--- config.mk ---
export PLATFORM = sky130hd
export DESIGN_NAME = button_event_ctrl
export DESIGN_NICKNAME = d
export VERILOG_FILES = /design/src/rtl/button_event_pkg.sv /design/src/rtl/button_event_fsm.sv /design/src/rtl/button_event_ctrl.sv
export SDC_FILE = /design/constraint.sdc
export NUM_CORES = 1
export LEC_CHECK = 0
export CAP_MARGIN = 20
export CORE_MARGIN = 2
export CORE_UTILIZATION = 35
export CTS_CLUSTER_SIZE = 40
export DETAILED_ROUTE_END_ITERATION = 6
export GPL_TIMING_DRIVEN = 0
export PLACE_DENSITY = 0.48
export REMOVE_ABC_BUFFERS = 1
export SETUP_SLACK_MARGIN = 0.02
export SYNTH_ARGS = -nofsm -noshare
export SYNTH_HDL_FRONTEND = slang
export SYNTH_HIERARCHICAL = 1
export SYNTH_SLANG_ARGS = --single-unit
export TNS_END_PERCENT = 1
--- constraint.sdc ---
create_clock -name i_clk -period 4.2 [get_ports i_clk]
set_input_delay 0.42 -clock i_clk [delete_from_list [all_inputs] [get_ports i_clk]]
set_output_delay 0.42 -clock i_clk [all_outputs]
set_load 0.02 [all_outputs]
--- src/rtl/button_event_pkg.sv ---
// Shared event codes and per-button FSM state encodings for button_event_ctrl.
package button_event_pkg;

   typedef enum logic [1:0] {
      ST_IDLE    = 2'd0,
      ST_PRESSED = 2'd1,
      ST_HELD    = 2'd2
   } state_t;

   localparam logic [1:0] EVT_PRESS   = 2'd0;
   localparam logic [1:0] EVT_RELEASE = 2'd1;
   localparam logic [1:0] EVT_HOLD    = 2'd2;
   localparam logic [1:0] EVT_REPEAT  = 2'd3;

endpackage

--- src/rtl/button_event_fsm.sv ---
// Per-button edge/long-press FSM; o_gen/o_type are a same-cycle event request.
// BUTTON_EVENT_REPEAT_EN adds periodic REPEAT events while held.
module button_event_fsm
   import button_event_pkg::*;
#(
   parameter int HOLD_CYCLES   = 50000000,
`ifdef BUTTON_EVENT_REPEAT_EN
   parameter int REPEAT_CYCLES = 10000000,
`endif
   parameter int CNT_WIDTH     = 26
) (
   input  logic       i_clk,
   input  logic       i_rst,
   input  logic       i_btn,
   output logic       o_gen,
   output logic [1:0] o_type
);

   state_t               r_state;
   logic [CNT_WIDTH-1:0] r_cnt;
   logic [CNT_WIDTH:0]   w_cnt_inc;
   logic                 w_hold_hit;
   logic                 w_gen;
   logic [1:0]           w_type;

   // One extra bit so cnt+1 can never wrap below the threshold.
   assign w_cnt_inc  = {1'b0, r_cnt} + (CNT_WIDTH+1)'(1);
   assign w_hold_hit = (w_cnt_inc >= (CNT_WIDTH+1)'(HOLD_CYCLES));

`ifdef BUTTON_EVENT_REPEAT_EN
   logic w_rep_hit;
   assign w_rep_hit = (w_cnt_inc >= (CNT_WIDTH+1)'(REPEAT_CYCLES));
`endif

   always_comb begin
      w_gen  = 1'b0;
      w_type = EVT_PRESS;
      case (r_state)
         ST_IDLE: begin
            if (i_btn) begin
               w_gen  = 1'b1;
               w_type = EVT_PRESS;
            end
         end
         ST_PRESSED: begin
            if (!i_btn) begin
               w_gen  = 1'b1;
               w_type = EVT_RELEASE;
            end else if (w_hold_hit) begin
               w_gen  = 1'b1;
               w_type = EVT_HOLD;
            end
         end
         ST_HELD: begin
            if (!i_btn) begin
               w_gen  = 1'b1;
               w_type = EVT_RELEASE;
            end
`ifdef BUTTON_EVENT_REPEAT_EN
            else if (w_rep_hit) begin
               w_gen  = 1'b1;
               w_type = EVT_REPEAT;
            end
`endif
         end
         default: begin
            w_gen  = 1'b0;
            w_type = EVT_PRESS;
         end
      endcase
   end

   always_ff @(posedge i_clk) begin
      if (i_rst) begin
         r_state <= ST_IDLE;
         r_cnt   <= '0;
      end else begin
         case (r_state)
            ST_IDLE: begin
               if (i_btn) begin
                  r_state <= ST_PRESSED;
                  r_cnt   <= '0;
               end
            end
            ST_PRESSED: begin
               if (!i_btn) begin
                  r_state <= ST_IDLE;
               end else if (w_hold_hit) begin
                  r_state <= ST_HELD;
                  r_cnt   <= '0;
               end else begin
                  r_cnt <= w_cnt_inc[CNT_WIDTH-1:0];
               end
            end
            ST_HELD: begin
               if (!i_btn) begin
                  r_state <= ST_IDLE;
               end
`ifdef BUTTON_EVENT_REPEAT_EN
               else if (w_rep_hit) begin
                  r_cnt <= '0;
               end else begin
                  r_cnt <= w_cnt_inc[CNT_WIDTH-1:0];
               end
`endif
            end
            default: r_state <= ST_IDLE;
         endcase
      end
   end

   assign o_gen  = w_gen;
   assign o_type = w_type;

endmodule

--- src/rtl/button_event_ctrl.sv ---
// Serialises per-button PRESS/RELEASE/HOLD/REPEAT events onto one valid/ready stream
// via one-deep pending slots and a round-robin arbiter. BUTTON_EVENT_REPEAT_EN enables REPEAT.
module button_event_ctrl
   import button_event_pkg::*;
#(
   parameter int NUM_BUTTONS   = 4,
   parameter int ID_WIDTH      = 2,
   parameter int HOLD_CYCLES   = 50000000,
   parameter int REPEAT_CYCLES = 10000000,
   parameter int CNT_WIDTH     = 26
) (
   input  logic                   i_clk,
   input  logic                   i_rst,
   input  logic [NUM_BUTTONS-1:0] i_btn_db,
   output logic                   o_event_valid,
   input  logic                   i_event_ready,
   output logic [ID_WIDTH-1:0]    o_event_id,
   output logic [1:0]             o_event_type,
   output logic                   o_event_dropped
);

   if ((2**ID_WIDTH < NUM_BUTTONS) || (HOLD_CYCLES >= 2**CNT_WIDTH) ||
       (REPEAT_CYCLES >= 2**CNT_WIDTH)) begin : g_bad_cfg
      $error("button_event_ctrl: invalid parameter set");
   end

   logic [NUM_BUTTONS-1:0] w_gen;
   logic [NUM_BUTTONS-1:0] w_consume;
   logic [NUM_BUTTONS-1:0] w_drop;
   logic [1:0]             w_gen_type [NUM_BUTTONS];
   logic [NUM_BUTTONS-1:0] r_slot_vld;
   logic [1:0]             r_slot_type [NUM_BUTTONS];
   logic                   r_evt_vld;
   logic [ID_WIDTH-1:0]    r_evt_id;
   logic [1:0]             r_evt_type;
   logic                   r_dropped;
   logic [ID_WIDTH-1:0]    r_ptr;
   logic                   w_load;
   logic                   w_found;
   logic [ID_WIDTH-1:0]    w_win;
   logic [ID_WIDTH-1:0]    w_scan;
   int                     w_sum;

   assign w_load = !r_evt_vld || i_event_ready;

   for (genvar gi = 0; gi < NUM_BUTTONS; gi++) begin : g_btn
      button_event_fsm #(
         .HOLD_CYCLES   (HOLD_CYCLES),
`ifdef BUTTON_EVENT_REPEAT_EN
         .REPEAT_CYCLES (REPEAT_CYCLES),
`endif
         .CNT_WIDTH     (CNT_WIDTH)
      ) u_fsm (
         .i_clk  (i_clk),
         .i_rst  (i_rst),
         .i_btn  (i_btn_db[gi]),
         .o_gen  (w_gen[gi]),
         .o_type (w_gen_type[gi])
      );
      assign w_consume[gi] = w_load && w_found && (w_win == ID_WIDTH'(gi));
   end

   // A fresh event is lost only when its slot stays occupied this cycle.
   assign w_drop = w_gen & r_slot_vld & ~w_consume;

   always_comb begin
      w_found = 1'b0;
      w_win   = '0;
      w_scan  = '0;
      w_sum   = 0;
      for (int k = 0; k < NUM_BUTTONS; k++) begin
         w_sum = int'(r_ptr) + k;
         if (w_sum >= NUM_BUTTONS) w_sum = w_sum - NUM_BUTTONS;
         w_scan = ID_WIDTH'(w_sum);
         if (!w_found && r_slot_vld[w_scan]) begin
            w_found = 1'b1;
            w_win   = w_scan;
         end
      end
   end

   always_ff @(posedge i_clk) begin
      if (i_rst) begin
         r_slot_vld <= '0;
         for (int i = 0; i < NUM_BUTTONS; i++) r_slot_type[i] <= EVT_PRESS;
      end else begin
         for (int i = 0; i < NUM_BUTTONS; i++) begin
            if (w_gen[i] && !w_drop[i]) begin
               r_slot_vld[i]  <= 1'b1;
               r_slot_type[i] <= w_gen_type[i];
            end else if (w_consume[i]) begin
               r_slot_vld[i] <= 1'b0;
            end
         end
      end
   end

   always_ff @(posedge i_clk) begin
      if (i_rst) begin
         r_evt_vld  <= 1'b0;
         r_evt_id   <= '0;
         r_evt_type <= EVT_PRESS;
         r_dropped  <= 1'b0;
         r_ptr      <= '0;
      end else begin
         r_dropped <= |w_drop;
         if (w_load) begin
            r_evt_vld <= w_found;
            if (w_found) begin
               r_evt_id   <= w_win;
               r_evt_type <= r_slot_type[w_win];
               r_ptr      <= (w_win == ID_WIDTH'(NUM_BUTTONS-1)) ? '0 : w_win + ID_WIDTH'(1);
            end
         end
      end
   end

   assign o_event_valid   = r_evt_vld;
   assign o_event_id      = r_evt_id;
   assign o_event_type    = r_evt_type;
   assign o_event_dropped = r_dropped;

endmodule

* Word-level counts from Yosys, hierarchy flattened
Memory sizes are Yosys's and may differ from the RTL's. A register that Yosys moved wholly into a read port is not among the register bits.
Index checks and enable logic that the tools add are counted.
** Word-level totals
- Word-level logic and storage cells :: 238
- Memory bits (writable) :: 8
- Bits of input ports :: 7
- Memories :: 1
- Output and inout port bits :: 6
- Register bits :: 122
** Cells by class
- Add/subtract/negate cells :: 12
- Reduce and logical (&&, ||, !) cells :: 44
- Eq/ne operators :: 27
- Muxes and demuxes :: 119
- Bitwise gates (word level) :: 7
- $lt $le $gt $ge :: 12
** Memory list
- r_slot_type :: depth 4, width 2, rd ports 1, clocked after Yosys merged registers in 1, write ports 4, RTL line button_event_ctrl.sv:32 : logic [1:0] r_slot_type [NUM_BUTTONS];
** Operator list (count)
- $mux W26 :: 12
- $pmux W26 S2 :: 4
- $add A26 B1 Y27 const B :: 4
- $ge A27 B26 Y1 const B :: 4
- $mux W2 :: 37
- $mux W1 :: 50
- $ne A2 B2 Y1 const B :: 12
- $pmux W2 S3 :: 4
- $reduce_and A3 Y1 :: 8
- $pmux W2 S2 :: 4
- $reduce_bool A2 Y1 :: 8
- $eq A2 B2 Y1 const B :: 6
- $logic_and A1 B1 Y1 :: 12
- $lt A2 B3 Y1 const B :: 4
- $ne A3 B2 Y1 const B :: 4
- $pmux W1 S3 :: 4
- $eq A2 B1 Y1 const B :: 5
- $logic_not A2 Y1 :: 5
- $ge A3 B3 Y1 const B :: 3
- $and A4 B4 Y4 :: 2
- $bmux W1 S2 :: 4
- $logic_not A1 Y1 :: 8
- $sub A2 B1 Y2 const B :: 4
- $add A2 B2 Y3 const B :: 2
- 8 further kinds :: 11

* Depth between registers and ports, before layout
- Depth after elaboration :: 24
- Gate-level depth with buffers :: 14
- Depth with buffers taken out :: 13

* Modules after synthesis
The synthesis kept the hierarchy.
** By module, submodules not included
- button_event_fsm (g_btn[0].u_fsm ...) :: seq. area each 560.5 µm², cells each 250, instances 3, area an instance 2114.5 µm²
- button_event_fsm (g_btn[3].u_fsm) :: seq. area each 560.5 µm², cells each 248, instances 1, area an instance 1963.1 µm²
- button_event_ctrl :: seq. area each 480.5 µm², cells each 105, instances 1, area an instance 1068.5 µm²

* Worst setup path before layout
OpenSTA, ideal clock, no wires.
- Kind :: reg2reg
- From :: register g_btn[3].u_fsm.r_cnt[0]
- To :: memory r_slot_type[3][0] (enable)
- Required time :: 3.901 ns
- Arrival :: 2.979 ns
- Buffers on the path :: 0
- Period minus slack after synthesis :: 3.278 ns
- Setup slack :: 0.922 ns
- Setup time :: 0.299 ns
- Stages on the path, launching flop included :: 11
- Path through :: dfxtp_1 > ha_1 > nand4_1 > nor4_1 > nand4_1 > xnor2_1 > nor4_4 > o221ai_1 > a311oi_1 > nand2b_4 > nand2b_1
** RTL lines
- start: declaration :: RTL line button_event_fsm.sv:20 : logic [CNT_WIDTH-1:0] r_cnt;
- start signal: assignment :: RTL line button_event_fsm.sv:92 : r_cnt <= w_cnt_inc[CNT_WIDTH-1:0];
- end: declaration :: RTL line button_event_ctrl.sv:32

* Worst setup path in the final report
- From :: register g_btn[3].u_fsm.r_cnt[0]
- To :: register g_btn[3].u_fsm.r_cnt[21]
** On the way
- Word-level cells in the longest chain between the ends :: 5
** Ends and longest elaborated chain
- $add A26 B1 Y27 * :: RTL line button_event_fsm.sv:27 : assign w_cnt_inc = {1'b0, r_cnt} + (CNT_WIDTH+1)'(1);
- $ge A27 B26 Y1 :: RTL line button_event_fsm.sv:28 : assign w_hold_hit = (w_cnt_inc >= (CNT_WIDTH+1)'(HOLD_CYCLES));
- $mux W26 * :: RTL line button_event_fsm.sv:88 : end else if (w_hold_hit) begin
- $mux W26 * :: RTL line button_event_fsm.sv:86 : if (!i_btn) begin
- $pmux W26 S2 * :: RTL line button_event_fsm.sv:78 : case (r_state)
Every way passes the cells marked *; elsewhere a longest branch is shown, timed or not. The select of a mux whose other input is x is not followed.
A chain may end at the register's enable or synchronous reset.

==> key figures <==
Outcome
  • Status: complete, no violations

Detailed routing
  • Drt wl/cell: ~16 µm
  • Iter 0 DRT Violations: about 440
  • Routed via count: 8053
  • Final Routed Wirelength: around 22000 µm
  • Drc violations: 0
  • Final ANT Viol Nets: 0
  • Drt via density: 5.69
  • First-pass iteration count of the detailed router: 6

Timing
  • Worst-Margin Slew: 0.937 ns
  • Slew headroom: a little under two fifths
  • Final Setup Violations: 0
  • Final Critical Period: between 3 and 4 ns
  • Fmax: about 260 MHz
  • Final hold violation count: 0
  • Final setup TNS: 0 ns
  • Unrepaired setup endpoints after global routing: no
  • Skew final: roughly 0.019 ns
  • Final Max Tran Viols: 0
  • Worst hold slack: 0.477 ns
  • Final worst-path cycle share: between 90% and 100%

Worst setup path
  • Crit path cell chain: ha_1 > nand4_1 > or4_4 > o32ai_1 > a21oi_1 > a211o_1 > o32ai_4 > buf_8 > or3b_1 > nand3_1
  • Worst setup SP type: flip-flop
  • Crit path DAT: 4.17 ns
  • Data required, critical path: 4.55 ns
  • Crit path max-delay family: simple AND/OR/NAND/NOR gates
  • Critical Path Sink Type: flip-flop
  • Buf/Inv on CP: 1
  • Critical path's largest stage delay: around 0.66 ns
  • Kind of critical path: reg2reg
  • Slowest-stage cell, CP: o32ai_4
  • Crit Path Max Fanout: 16

Job
  • Max-cap violation count: 0

Clock tree
  • CTS Buffer Depth: 2
  • Hold Buf Count CTS: 0
  • Root buffer cell: clkbuf_16
  • Worst-skew pair later-pin latency: about 0.42 ns
  • CTS Sinks: around 130
  • Post CTS Setup Buffer Count: 0
  • # H-tree levels: 4
  • CTS Buf Count: 17
  • CTS tree: yes
  • Clk slew on worst S/H paths: around 0.06 ns

Cells and area
  • Share of cells above drive strength 1: between 10% and 20%
  • Commonest non-fill, non-tap cells in the layout: dfxtp_1 (124), nand2_1 (106), nor2_1 (69), a21oi_1 (59), nand3_1 (54)
  • Nets: approximately 1100
  • Fin area: 0.0102 mm²
  • Fin util: between 30% and 40%
  • ANT cells: 0
  • Commonest non-fill, non-tap cell in the layout: dfxtp_1
  • Area delta synth->final: 8.97%

Synth
  • Post-synth EDFFs: 8
  • Synthesized area per cell: around 8.5 µm²
  • Async SR Flop Fraction: 0%
  • Synth Flop Type: dfxtp_1
  • Mapped Cells: about 1100
  • Number of synthesized register bits: ~130
  • Synth cell types: 99
  • Synthesized cell area: around 0.0094 mm²
  • Seq/Total Area, Yosys: between 20% and 30%
  • Synth warnings: 6

Floorplan
  • Die footprint: ~0.028 mm²
  • Die H: ~170 µm
  • Core Box Area: 0.0262 mm²
  • Starting density of the core: a little over a third
  • Die width: approximately 170 µm
  • I/O pin total: 13
  • Row cnt: ~60

Power
  • Total power: between 3000 and 4000 µW
  • PwrDens: ~330 mW/mm²
  • Leakage Power: 0.00362 µW
  • Peak VDD IR: 224 µV

GRT
  • Initial antenna violation count: 0
  • First-pass GRT wire length: 39100 µm
  • Vias in the first global route: about 7800
  • Grt ovf: 0
  • Largest net degree at the start of global routing: 37
  • GRT Total Usage: 16.6%

Worst hold path
  • Hold Path Class: reg2reg

Placement
  • Dpl hpwl: approximately 16000 µm
  • # port buffers: 12
  • Post-DP Area: roughly 0.0096 mm²
  • Gpl congestion: ~0.77
-- cell families after synthesis --
logic type | after synthesis | synth area share (%)
AOI/OAI and AO/OA | 316 | 25.1
DFF | 132 | 29.0
buffers and inverters | 97 | 5.73
and+or+nand+nor | 475 | 30.8
adders and majority gates | 20 | 2.67
xor gates and xnor gates | 33 | 3.16
muxes | 30 | 3.43
-- where the power goes --
part / total [µW] / switching [µW] / leakage, µW / internal, µW
combinational: 402 / 238 / 0.00223 / 164
clock: 1570 / 593 / 0.000304 / 976
sequential: 1350 / 47.1 / 0.00109 / 1300
total: 3320 / 878 / 0.00362 / 2440
-- metal layers --
metal  share of wire [%]  wire (µm)  vias to the layer above  GRT usage (%)
met4                0.75        169                        0           4.54
met5                   0          0                        -              0
met2                  46      10300                       96           27.2
li1                    -          -                     4104              -
met3                 2.4        530                       12           2.67
met1                  51      11500                     3841           22.7
-- final timing paths --
check	startpoint	end	slack (ns)	depth (start not counted)
setup / recovery	g_btn[3].u_fsm/r_cnt[0]$_SDFFE_PP0P_	g_btn[3].u_fsm/r_cnt[21]$_SDFFE_PP0P_	0.38	10
hold / removal	g_btn[0].u_fsm/r_cnt[21]$_SDFFE_PP0P_	g_btn[0].u_fsm/r_cnt[21]$_SDFFE_PP0P_	0.48	2
hold reg to reg	g_btn[0].u_fsm/r_cnt[21]$_SDFFE_PP0P_	g_btn[0].u_fsm/r_cnt[21]$_SDFFE_PP0P_	0.48	2
setup reg to reg	g_btn[3].u_fsm/r_cnt[0]$_SDFFE_PP0P_	g_btn[3].u_fsm/r_cnt[21]$_SDFFE_PP0P_	0.38	10
-- tightest hold or removal path: cells and delay by family, from the launching register on --
family        cells  cell delay, ns
flops             1            0.33
simple gates      2            0.10
-- final cells by class --
cell class / instances / area, µm²
Clock inverter: 10 / 118
Tap cell: 335 / 419
Fill cell: 2646 / 16000
Inverter: 26 / 97.6
Sequential cell: 132 / 2720
Timing Repair Buffer: 17 / 199
Clock buffer: 22 / 505
Multi-Input combinational cell: 874 / 6150
-- timing repair --
item | CTS | global route
pin swaps | 0 | 0
endpoints found under the setup margin | 4 | 5
gates resized for setup | 1 | 1
-- through the flow --
step | instances | setup slack [ns]
2_1_floorplan | 1032 | 0.00138
3_3_place_gp | 1379 | -1.63
3_5_place_dp | 1384 | -0.0702
4_1_cts | 1416 | 0.179
5_1_grt | 1416 | 0.0462
6_report | 1416 | 0.380
-- sequential cells by signal, indices dropped and copies added (netlist names) --
| register | flops |
|---|---|
| r_ptr | 2 |
| g_btn.u_fsm/r_cnt | 104 |
| o_event_dropped | 1 |
| r_slot_vld | 4 |
| r_slot_type | 8 |
| g_btn.u_fsm/r_state | 8 |
| o_event_valid | 1 |
| o_event_id | 2 |
| o_event_type | 2 |
-- cell usage after synthesis (all sizes together) (25+ instances only) --
cell type | instances | area, µm²
nor2 | 72 | 293
o21ai | 53 | 269
buf | 45 | 309
a21oi | 60 | 312
nand3 | 63 | 383
inv | 26 | 97.6
nand2 | 115 | 484
a31oi | 33 | 225
a22o | 28 | 249
nand4 | 34 | 265
dfxtp | 124 | 2480
nor4 | 25 | 267
(Power assumes the default switching activity.)
